### src/rtl/siso_shift_seq_ctrl_if.sv
// Parallel handshake plus serial register link for siso_shift_seq_ctrl.
// slave  : the sequencer side (accepts words, drives the register chain).
// master : the environment side (producer/consumer and the register model).
interface siso_shift_seq_ctrl_if #(
   parameter int WIDTH = 4
);
   logic             start;
   logic             ready;
   logic [WIDTH-1:0] tx_data;
   logic             dir;
   logic             mod;
   logic             shift_en;
   logic             ser_out;
   logic             ser_in;
   logic [WIDTH-1:0] rx_data;
   logic             rx_valid;
   logic             busy;

   modport slave (
      input  start, tx_data, dir, ser_in,
      output ready, mod, shift_en, ser_out, rx_data, rx_valid, busy
   );

   modport master (
      output start, tx_data, dir, ser_in,
      input  ready, mod, shift_en, ser_out, rx_data, rx_valid, busy
   );
endinterface

### src/rtl/siso_shift_seq_ctrl.sv
// Sequencer for a bidirectional serial-in/serial-out shift register.
// Takes a parallel word over start/ready, streams it into the register one
// bit per clock, captures the bits coming back LAT edges later and
// reassembles the word, presenting it with a one-cycle rx_valid pulse.
// Optional build macro SISO_LOOPCHK_EN adds an err output that flags a
// mismatch between the sent word and the word received back.
module siso_shift_seq_ctrl #(
   parameter int WIDTH = 4,
   parameter int LAT   = WIDTH + 1,
   parameter int CNT_W = 4
) (
   input  logic                     clk,
   input  logic                     rst,
   siso_shift_seq_ctrl_if.slave     bus
`ifdef SISO_LOOPCHK_EN
   ,
   output logic                     err
`endif
);

   // Last SHIFT cycle index and first capture cycle index.
   localparam logic [CNT_W-1:0] LAST_C = CNT_W'(LAT + WIDTH - 1);
   localparam logic [CNT_W-1:0] LAT_C  = CNT_W'(LAT);

   typedef enum logic [1:0] {
      IDLE  = 2'd0,
      SHIFT = 2'd1,
      DONE  = 2'd2
   } state_t;

   state_t           state_q;
   logic [CNT_W-1:0] cnt_q;
   logic             ready_q;
   logic             mod_q;
   logic             shift_en_q;
   logic             ser_out_q;
   logic             rx_valid_q;
   logic [WIDTH-1:0] rx_data_q;

   // tx_sh holds the remaining bits in transmit order, current bit at [0].
   logic [WIDTH-1:0] tx_sh_q, tx_sh_d;
   // rx_sh assembles the returning bits directly into word order.
   logic [WIDTH-1:0] rx_sh_q, rx_sh_d;

   logic accept;
   logic capture;

   function automatic logic [WIDTH-1:0] bit_rev(input logic [WIDTH-1:0] w);
      logic [WIDTH-1:0] r;
      for (int i = 0; i < WIDTH; i++) begin
         r[i] = w[WIDTH-1-i];
      end
      return r;
   endfunction

   assign accept  = ready_q && bus.start;
   assign capture = (state_q == SHIFT) && (cnt_q >= LAT_C);

   // Next values of the transmit and receive shadow registers.
   always_comb begin
      tx_sh_d = tx_sh_q;
      rx_sh_d = rx_sh_q;
      if (accept) begin
         // MSB-first runs are stored reversed so both directions shift right.
         tx_sh_d = bus.dir ? bit_rev(bus.tx_data) : bus.tx_data;
      end else if (state_q == SHIFT) begin
         tx_sh_d = tx_sh_q >> 1;
      end
      if (capture) begin
         // LSB-first fills from the top down, MSB-first from the bottom up,
         // so bit j lands at j or WIDTH-1-j after WIDTH captures.
         if (mod_q) begin
            rx_sh_d = {rx_sh_q[WIDTH-2:0], bus.ser_in};
         end else begin
            rx_sh_d = {bus.ser_in, rx_sh_q[WIDTH-1:1]};
         end
      end
   end

   // Datapath shadows; contents are meaningless outside a run, so no reset.
   always_ff @(posedge clk) begin
      tx_sh_q <= tx_sh_d;
      rx_sh_q <= rx_sh_d;
   end

   // Control FSM with registered outputs; reset aborts any run in progress.
   always_ff @(posedge clk or negedge rst) begin
      if (!rst) begin
         state_q    <= IDLE;
         cnt_q      <= '0;
         ready_q    <= 1'b1;
         mod_q      <= 1'b0;
         shift_en_q <= 1'b0;
         ser_out_q  <= 1'b0;
         rx_valid_q <= 1'b0;
         rx_data_q  <= '0;
      end else begin
         case (state_q)
            IDLE: begin
               rx_valid_q <= 1'b0;
               if (accept) begin
                  state_q    <= SHIFT;
                  ready_q    <= 1'b0;
                  mod_q      <= bus.dir;
                  shift_en_q <= 1'b1;
                  ser_out_q  <= tx_sh_d[0];
                  cnt_q      <= '0;
               end
            end
            SHIFT: begin
               cnt_q <= cnt_q + CNT_W'(1);
               if (cnt_q == LAST_C) begin
                  state_q    <= DONE;
                  shift_en_q <= 1'b0;
                  ser_out_q  <= 1'b0;
                  rx_valid_q <= 1'b1;
                  rx_data_q  <= rx_sh_d;
               end else begin
                  // Zeros shift in behind the word, giving ser_out=0 once drained.
                  ser_out_q <= tx_sh_d[0];
               end
            end
            DONE: begin
               state_q    <= IDLE;
               rx_valid_q <= 1'b0;
               ready_q    <= 1'b1;
            end
            default: begin
               state_q    <= IDLE;
               ready_q    <= 1'b1;
               shift_en_q <= 1'b0;
               ser_out_q  <= 1'b0;
               rx_valid_q <= 1'b0;
            end
         endcase
      end
   end

   assign bus.ready    = ready_q;
   assign bus.busy     = ~ready_q;
   assign bus.mod      = mod_q;
   assign bus.shift_en = shift_en_q;
   assign bus.ser_out  = ser_out_q;
   assign bus.rx_data  = rx_data_q;
   assign bus.rx_valid = rx_valid_q;

`ifdef SISO_LOOPCHK_EN
   logic [WIDTH-1:0] tx_word_q;
   logic             err_q;

   // Untouched copy of the accepted word for the loopback compare.
   always_ff @(posedge clk) begin
      if (accept) begin
         tx_word_q <= bus.tx_data;
      end
   end

   // Loopback error flag, refreshed once per run while in DONE.
   always_ff @(posedge clk or negedge rst) begin
      if (!rst) begin
         err_q <= 1'b0;
      end else if (state_q == DONE) begin
         err_q <= (rx_data_q != tx_word_q);
      end
   end

   assign err = err_q;
`endif

endmodule

### src/flat_wrapper.sv
// flat-port wrapper written by rule: the top's interface ports become plain ports
module siso_shift_seq_ctrl_flat 
#(
   parameter int WIDTH = 4,
   parameter int LAT   = WIDTH + 1,
   parameter int CNT_W = 4
)
  (clk, rst, bus_start, bus_tx_data, bus_dir, bus_ser_in, bus_ready, bus_mod, bus_shift_en, bus_ser_out, bus_rx_data, bus_rx_valid, bus_busy);
  siso_shift_seq_ctrl_if #(.WIDTH(WIDTH)) bus_i ();
  input  logic clk;
  input  logic rst;
  input wire logic [$bits(bus_i.start)-1:0] bus_start;
  input wire logic [$bits(bus_i.tx_data)-1:0] bus_tx_data;
  input wire logic [$bits(bus_i.dir)-1:0] bus_dir;
  input wire logic [$bits(bus_i.ser_in)-1:0] bus_ser_in;
  output wire logic [$bits(bus_i.ready)-1:0] bus_ready;
  output wire logic [$bits(bus_i.mod)-1:0] bus_mod;
  output wire logic [$bits(bus_i.shift_en)-1:0] bus_shift_en;
  output wire logic [$bits(bus_i.ser_out)-1:0] bus_ser_out;
  output wire logic [$bits(bus_i.rx_data)-1:0] bus_rx_data;
  output wire logic [$bits(bus_i.rx_valid)-1:0] bus_rx_valid;
  output wire logic [$bits(bus_i.busy)-1:0] bus_busy;
  assign bus_i.start = bus_start;
  assign bus_i.tx_data = bus_tx_data;
  assign bus_i.dir = bus_dir;
  assign bus_i.ser_in = bus_ser_in;
  assign bus_ready = bus_i.ready;
  assign bus_mod = bus_i.mod;
  assign bus_shift_en = bus_i.shift_en;
  assign bus_ser_out = bus_i.ser_out;
  assign bus_rx_data = bus_i.rx_data;
  assign bus_rx_valid = bus_i.rx_valid;
  assign bus_busy = bus_i.busy;
  siso_shift_seq_ctrl #(.WIDTH(WIDTH), .LAT(LAT), .CNT_W(CNT_W)) u_core (.clk(clk), .rst(rst), .bus(bus_i));
endmodule
### config.mk
export PLATFORM = sky130hd
export DESIGN_NAME = siso_shift_seq_ctrl_flat
export DESIGN_NICKNAME = d
export VERILOG_FILES = /design/src/rtl/siso_shift_seq_ctrl_if.sv /design/src/rtl/siso_shift_seq_ctrl.sv /design/src/flat_wrapper.sv
export SDC_FILE = /design/constraint.sdc
export NUM_CORES = 1
export LEC_CHECK = 0
export CORE_MARGIN = 2
export CORE_UTILIZATION = 40
export DETAILED_ROUTE_END_ITERATION = 7
export PLACE_DENSITY = 0.7
export RECOVER_POWER = 100
export SLEW_MARGIN = 30
export SYNTH_ARGS = -nofsm -noshare
export SYNTH_HDL_FRONTEND = slang
export SYNTH_SLANG_ARGS = --single-unit
### constraint.sdc
create_clock -name clk -period 1.5 [get_ports clk]
set_input_delay 0.15 -clock clk [delete_from_list [all_inputs] [get_ports clk]]
set_output_delay 0.15 -clock clk [all_outputs]
set_load 0.01 [all_outputs]
==> results of run 1 <==
==> per-stage QoR <==
stage / setup TNS [ns] / utilization [%]
detailed placement: 0 / 50.6
global placement: 0 / 50.6
finish: 0 / 52.8
CTS: 0 / 51.8
floorplan: -0.247 / -
global route: -0.0197 / 52.8
==> flip-flops by register name, indices dropped and copies added, names as in the netlist <==
register             cells
u_core.bus.rx_data       4
u_core.bus.ser_out       1
u_core.bus.shift_en      1
u_core.rx_sh_q           4
u_core.bus.rx_valid      1
u_core.state_q           2
u_core.bus.ready         1
u_core.bus.mod           1
u_core.cnt_q             4
u_core.tx_sh_q           4
==> routing by layer <==
| layer | global-route usage [%] | wire length (um) | vias up |
|---|---|---|---|
| met5 | 0 | 0 | - |
| met4 | 5.32 | 13 | 0 |
| met3 | 3.40 | 54 | 2 |
| met2 | 21.7 | 1020 | 10 |
| met1 | 18.1 | 950 | 365 |
| li1 | - | - | 399 |
==> logic make-up (layout without fill, tap and decap cells) <==
group,count (synthesis),count (layout),share of synthesized area [%]
AOI/OAI and AO/OA,17,17,9.70
adders and majority gates,3,3,3.34
buffers and inverters,7,36,3.68
DFF,23,23,50.5
muxes,20,20,20.3
and+or+nand+nor,27,27,12.5
==> cells in the final DEF, fill, tap and decap left out <==
cell	count
nand2_1	7
nor3b_1	1
mux2_2	6
dfxtp_1	5
inv_2	1
nor3_1	1
dlygate4sd3_1	4
a21o_1	4
edfxtp_1	3
dfstp_2	1
dfrtp_1	13
clkbuf_4	3
clkbuf_2	1
buf_4	8
a22o_1	3
or2_2	1
dlygate4sd2_1	2
clkbuf_1	2
clkdlybuf4s50_1	12
o21ai_0	7
and2_4	1
o21bai_1	1
nand3_1	3
nor3_4	1
nand2b_1	1
and3b_1	1
nor2_1	7
nand2b_4	1
and2b_4	1
ha_2	2
mux2i_1	10
mux2_4	4
ha_1	1
o21ai_1	1
a21oi_1	1
dfrtp_2	1
inv_1	3
nand2_2	1
==> worst max-delay path, cell delays in order (launching register included) <==
cell and delay [ns]:
dfrtp_1 0.42, inv_1 0.07, ha_2 0.20, nand2b_4 0.05, a21o_1 0.16, and2_4 0.18, mux2_4 0.30
==> worst paths after layout <==
| path | to | from | slack, ns |
|---|---|---|---|
| max | u_core.rx_sh_q[0] | u_core.cnt_q[0] | 0.03 |
| min | u_core.bus.rx_data[2] | rst | 0.19 |
| max reg2reg | u_core.rx_sh_q[0] | u_core.cnt_q[0] | 0.03 |
| min reg2reg | u_core.bus.rx_data[1] | u_core.bus.rx_data[1] | 0.50 |
| max in group asynchronous | u_core.cnt_q[2] | rst | 0.61 |
| min in group clk | u_core.bus.rx_data[1] | u_core.bus.rx_data[1] | 0.50 |
==> power by group through the flow <==
stage	clock [uW]	sequential [uW]	combinational, uW
final	288	1170	1530
after global routing	318	1210	1690
after CTS	296	1170	1470
after detailed placement	0	1190	1450
after global placement	0	1180	1410
after floorplan	0	1210	910
==> area by class of cell <==
class,count,area [um2],area share [%]
timing repair buffer,28,246,17.2
clock buffer,4,26.3,1.84
sequential,23,568,39.7
multi-input combinational,67,536,37.4
tap,31,38.8,2.71
inverter,4,15.0,1.05
==> timing repair <==
action                     CTS  global route
gates cloned                 0             0
buffers inserted             1             2
pin swaps                    0             0
setup endpoints to repair    3            10
resized for setup            3             6
==> impl_metrics.env, run 1 <==
export IMPL_cts_buffer_depth=2
export IMPL_min_period_ns=1.47
export IMPL_final_area_mm2=0.00143
export IMPL_finalPower_uw=2990
export IMPL_grt_ovfl_total=0
export IMPL_path_class="reg2reg"
export IMPL_dp_cells=150
export IMPL_clock_latency_ns=0.30
export IMPL_post_drt_wl_per_cell_um=13.0
export IMPL_p_leak_uw=0.000673
export IMPL_max_freq_mhz=682
export IMPL_root_buffer="clkbuf_4"
export IMPL_seqPwrFrac_pct=39.1
export IMPL_setup_viol=0
export IMPL_nets=139
export IMPL_grtUsageTotal_pct=13.7
export IMPL_synthCells=97
export IMPL_pwr_share_comb_pct=51.3
export IMPL_grt_max_degree=13
export IMPL_ys_seq_elements=23
export IMPL_coreArea_mm2=0.00271
export IMPL_vias_per_cell=4.94
export IMPL_grt_pass1_vias=768
export IMPL_intPower_uw=1950
export IMPL_grt_first_pass_wirelength_mm=3.39
export IMPL_cts_tree="done"
export IMPL_cts_htree_levels=1
export IMPL_r2r_cells=6
export IMPL_drive_above_1_share_pct=26.2
export IMPL_synth_area_mm2=0.00112
export IMPL_swShare_pct=34.7
export IMPL_synth_nets=109
export IMPL_cp_required_ns=1.71
export IMPL_antenna_cells=0
export IMPL_start_util_pct=41.4
export IMPL_hold_violations=0
export IMPL_yosysTopAreaCell="dfrtp_1"
export IMPL_port_buffers=18
export IMPL_synthTopCellsByArea="dfrtp_1, dfxtp_1, mux2i_1, edfxtp_1, mux2_2"
export IMPL_cts_buffers=3
export IMPL_pre_cts_ws_ns=0.0469
export IMPL_status="complete, no violations"
export IMPL_p_sw_uw=1040
export IMPL_area_growth_pct=27.4
export IMPL_synth_edf_count=3
export IMPL_antenna_found_initial=0
export IMPL_async_flop_share_pct=65.2
export IMPL_maxSlewHeadroom_pct=69.9
export IMPL_power_density_mw_per_mm2=2090
export IMPL_max_cap_violations=0
export IMPL_cp_arrival_ns=1.67
export IMPL_drv_slew=0
export IMPL_fin_ws_ns=0.0346
export IMPL_synth_most_common_cell="dfrtp_1"
export IMPL_worstMarginPinSlew_ns=0.452
export IMPL_yosysTopAreaCellShare_pct=31.2
export IMPL_drtIter0Drc=5
export IMPL_avgSynthCellArea_um2=11.6
export IMPL_rsz0062_at_grt="yes"
export IMPL_ant_nets=0
export IMPL_post_route_period_util_pct=97.7
export IMPL_wirelength_mm=2.04
export IMPL_critPathCaptureType="flip-flop"
export IMPL_clk_pin_slew_worst_paths_ns=0.13
export IMPL_cp_max_fo=4
export IMPL_drcViolationCount=0
export IMPL_dp_hpwl_mm=1.59
export IMPL_layout_cells_non_filler=157
export IMPL_fillers=270
export IMPL_chipHeight_um=57.0
export IMPL_yosysWarnings=0
export IMPL_holdWs_ns=0.185
export IMPL_yosysSeqAreaShare_pct=50.5
export IMPL_clock_power_share_pct=9.7
export IMPL_fin_worst_skew_ns=0.00118
export IMPL_peakVddDrop_uv=1250
export IMPL_dr_pass1_iters=3
export IMPL_num_rows=19
export IMPL_die_area_mm2=0.00325
export IMPL_synth_common_cells="dfrtp_1, mux2i_1, nand2_1, o21ai_0, nor2_1"
export IMPL_hold_path_class="in2async"
export IMPL_dpl_cell_area_mm2=0.00137
export IMPL_cts_sinks=23
export IMPL_ys_flop_type="dfrtp_1"
export IMPL_start_kind="flip-flop"
export IMPL_place_gp_congestion=0.827
export IMPL_netlist_cell_type_count=27
export IMPL_routed_via_count=776
export IMPL_cts_hold_buffers=0
export IMPL_fp_dieW_um=57.0
export IMPL_ios=19
Note: power is estimated with default switching activity, not from simulation.
==> run 2, diff against run 1 <==
Settings changed: GPL_TIMING_DRIVEN set to 0, PLACE_DENSITY 0.7 to 0.64.
==> impl_metrics.env, run 2 (synthesis results as in run 1) <==
export IMPL_maxSlewHeadroom_pct=55.1
export IMPL_critPathCaptureType="flip-flop"
export IMPL_cts_sinks=23
export IMPL_antenna_cells=0
export IMPL_post_drt_wl_per_cell_um=13.8
export IMPL_wl_met3_um=79
export IMPL_grt_max_degree=16
export IMPL_most_common_layout_cells="clkdlybuf4s50_1, dfrtp_1, mux2i_1, nor2_1"
export IMPL_grtUsageTotal_pct=13.7
export IMPL_pre_cts_ws_ns=-0.153
export IMPL_dr_pass1_iters=4
export IMPL_setup_viol=4
export IMPL_fin_ws_ns=-0.0271
export IMPL_cts_buffers=3
export IMPL_routed_top_layer="met4"
export IMPL_chipHeight_um=57.0
export IMPL_peakVddDrop_uv=1150
export IMPL_antenna_found_initial=0
export IMPL_place_gp_congestion=0.724
export IMPL_drive_above_1_share_pct=29.8
export IMPL_coreArea_mm2=0.00271
export IMPL_nets=134
export IMPL_cp_num_buf_inv=0
export IMPL_cp_required_ns=1.73
export IMPL_rsz0062_at_grt="yes"
export IMPL_hold_violations=0
export IMPL_start_util_pct=41.4
export IMPL_status="finished with violations"
export IMPL_routed_via_count=785
export IMPL_cts_tree="done"
export IMPL_clk_pin_slew_worst_paths_ns=0.14
export IMPL_vias_per_cell=5.16
export IMPL_num_rows=19
export IMPL_p_leak_uw=0.000650
export IMPL_min_period_ns=1.53
export IMPL_crit_chain="ha_2, nand2b_4, a21o_4, and2_4, mux2_4"
export IMPL_holdWs_ns=0.282
export IMPL_grt_ovfl_total=0
export IMPL_drtIter0Drc=18
export IMPL_cp_arrival_ns=1.76
export IMPL_post_route_period_util_pct=102
export IMPL_hold_path_class="in2async"
export IMPL_drcViolationCount=0
export IMPL_grt_pass1_vias=683
export IMPL_die_area_mm2=0.00325
export IMPL_power_density_mw_per_mm2=2170
export IMPL_finalPower_uw=3100
export IMPL_cts_hold_buffers=0
export IMPL_slowest_delay_ns=0.45
export IMPL_wirelength_mm=2.10
export IMPL_seq_area_um2=569
export IMPL_clock_latency_ns=0.32
export IMPL_max_cap_violations=0
export IMPL_m1WireLength_mm=1.01
export IMPL_area_growth_pct=27.1
export IMPL_fp_dieW_um=57.0
export IMPL_port_buffers=17
export IMPL_worstMarginPinSlew_ns=0.671
export IMPL_cts_buffer_depth=2
export IMPL_fillers=264
export IMPL_root_buffer="clkbuf_4"
export IMPL_max_freq_mhz=655
export IMPL_cp_max_fo=4
export IMPL_grt_first_pass_wirelength_mm=3.33
export IMPL_path_class="reg2reg"
export IMPL_slowest_stage="dfrtp_2"
export IMPL_met2WireLength_um=963
export IMPL_multi_input_area_um2=563
export IMPL_dp_hpwl_mm=1.45
export IMPL_post_route_util_pct=52.6
export IMPL_final_common_cell="clkdlybuf4s50_1"
export IMPL_ios=19
export IMPL_drv_slew=0
export IMPL_cp_top_family="flip-flops"
export IMPL_fin_worst_skew_ns=0.00840
export IMPL_violations="negative setup slack"
export IMPL_ant_nets=0
export IMPL_start_kind="flip-flop"
export IMPL_cts_htree_levels=1
run 2: cell count changes in the layout (fill, tap and decap cells not counted), sizes merged:
cell           previous run  this run
clkbuf                    6         4
clkinv                    0         1
buf                       8         5
dlygate4sd3               4         1
clkdlybuf4s50            12        14
run 2: layout make-up:
class / instances / share of cell area (%)
clock inverter: 1 / 0.351
inverter: 4 / 1.05
timing repair buffer: 21 / 13.9
tap: 31 / 2.72
buffer: 2 / 1.05
clock buffer: 3 / 1.58
sequential: 23 / 39.9
multi-input combinational: 67 / 39.5
run 2: stage by stage:
| step | instances | instance area, um2 | TNS (ns) |
|---|---|---|---|
| floorplan | 97 | 1120 | -0.247 |
| global placement | 145 | 1330 | -0.697 |
| detailed placement | 145 | 1330 | -0.726 |
| CTS | 151 | 1410 | -0.0606 |
| global route | 152 | 1430 | -0.223 |
| finish | 152 | 1430 | -0.0880 |
run 2: worst register-to-register path, cell delays in order (launching register included):
cell      delay [ns]
dfrtp_2         0.45
ha_2            0.18
nand2b_4        0.13
a21o_4          0.20
and2_4          0.18
mux2_4          0.30
run 2: per-layer routing:
| metal | up-vias | GRT usage, % |
|---|---|---|
| met4 | 0 | 6.98 |
| li1 | 390 | - |
| met2 | 16 | 19.5 |
| met5 | - | 0 |
| met1 | 374 | 20.2 |
| met3 | 5 | 2.04 |
run 2: final timing paths:
check	slack, ns	startpoint	to	cells past startpoint
max	-0.03	u_core.cnt_q[0]	u_core.rx_sh_q[3]	5
min	0.28	rst	u_core.bus.mod	1
max reg2reg	-0.03	u_core.cnt_q[0]	u_core.rx_sh_q[3]	5
min reg2reg	0.50	u_core.bus.shift_en	u_core.bus.shift_en	1
max in group asynchronous	0.75	rst	u_core.cnt_q[0]	1
min in group clk	0.31	bus_dir	u_core.bus.mod	2
run 2: timing repair:
item,CTS,global route
hold endpoints to repair,0,0
setup endpoints to repair,8,10
gates resized for setup,13,7
setup buffers,3,1
pin swaps,1,3
gates cloned,0,0
run 2: where the power goes:
part	total (uW)	switching [uW]	internal (uW)
Sequential	1190	236	958
Clock	301	201	100
Combinational	1600	674	930
Total	3100	1110	1990
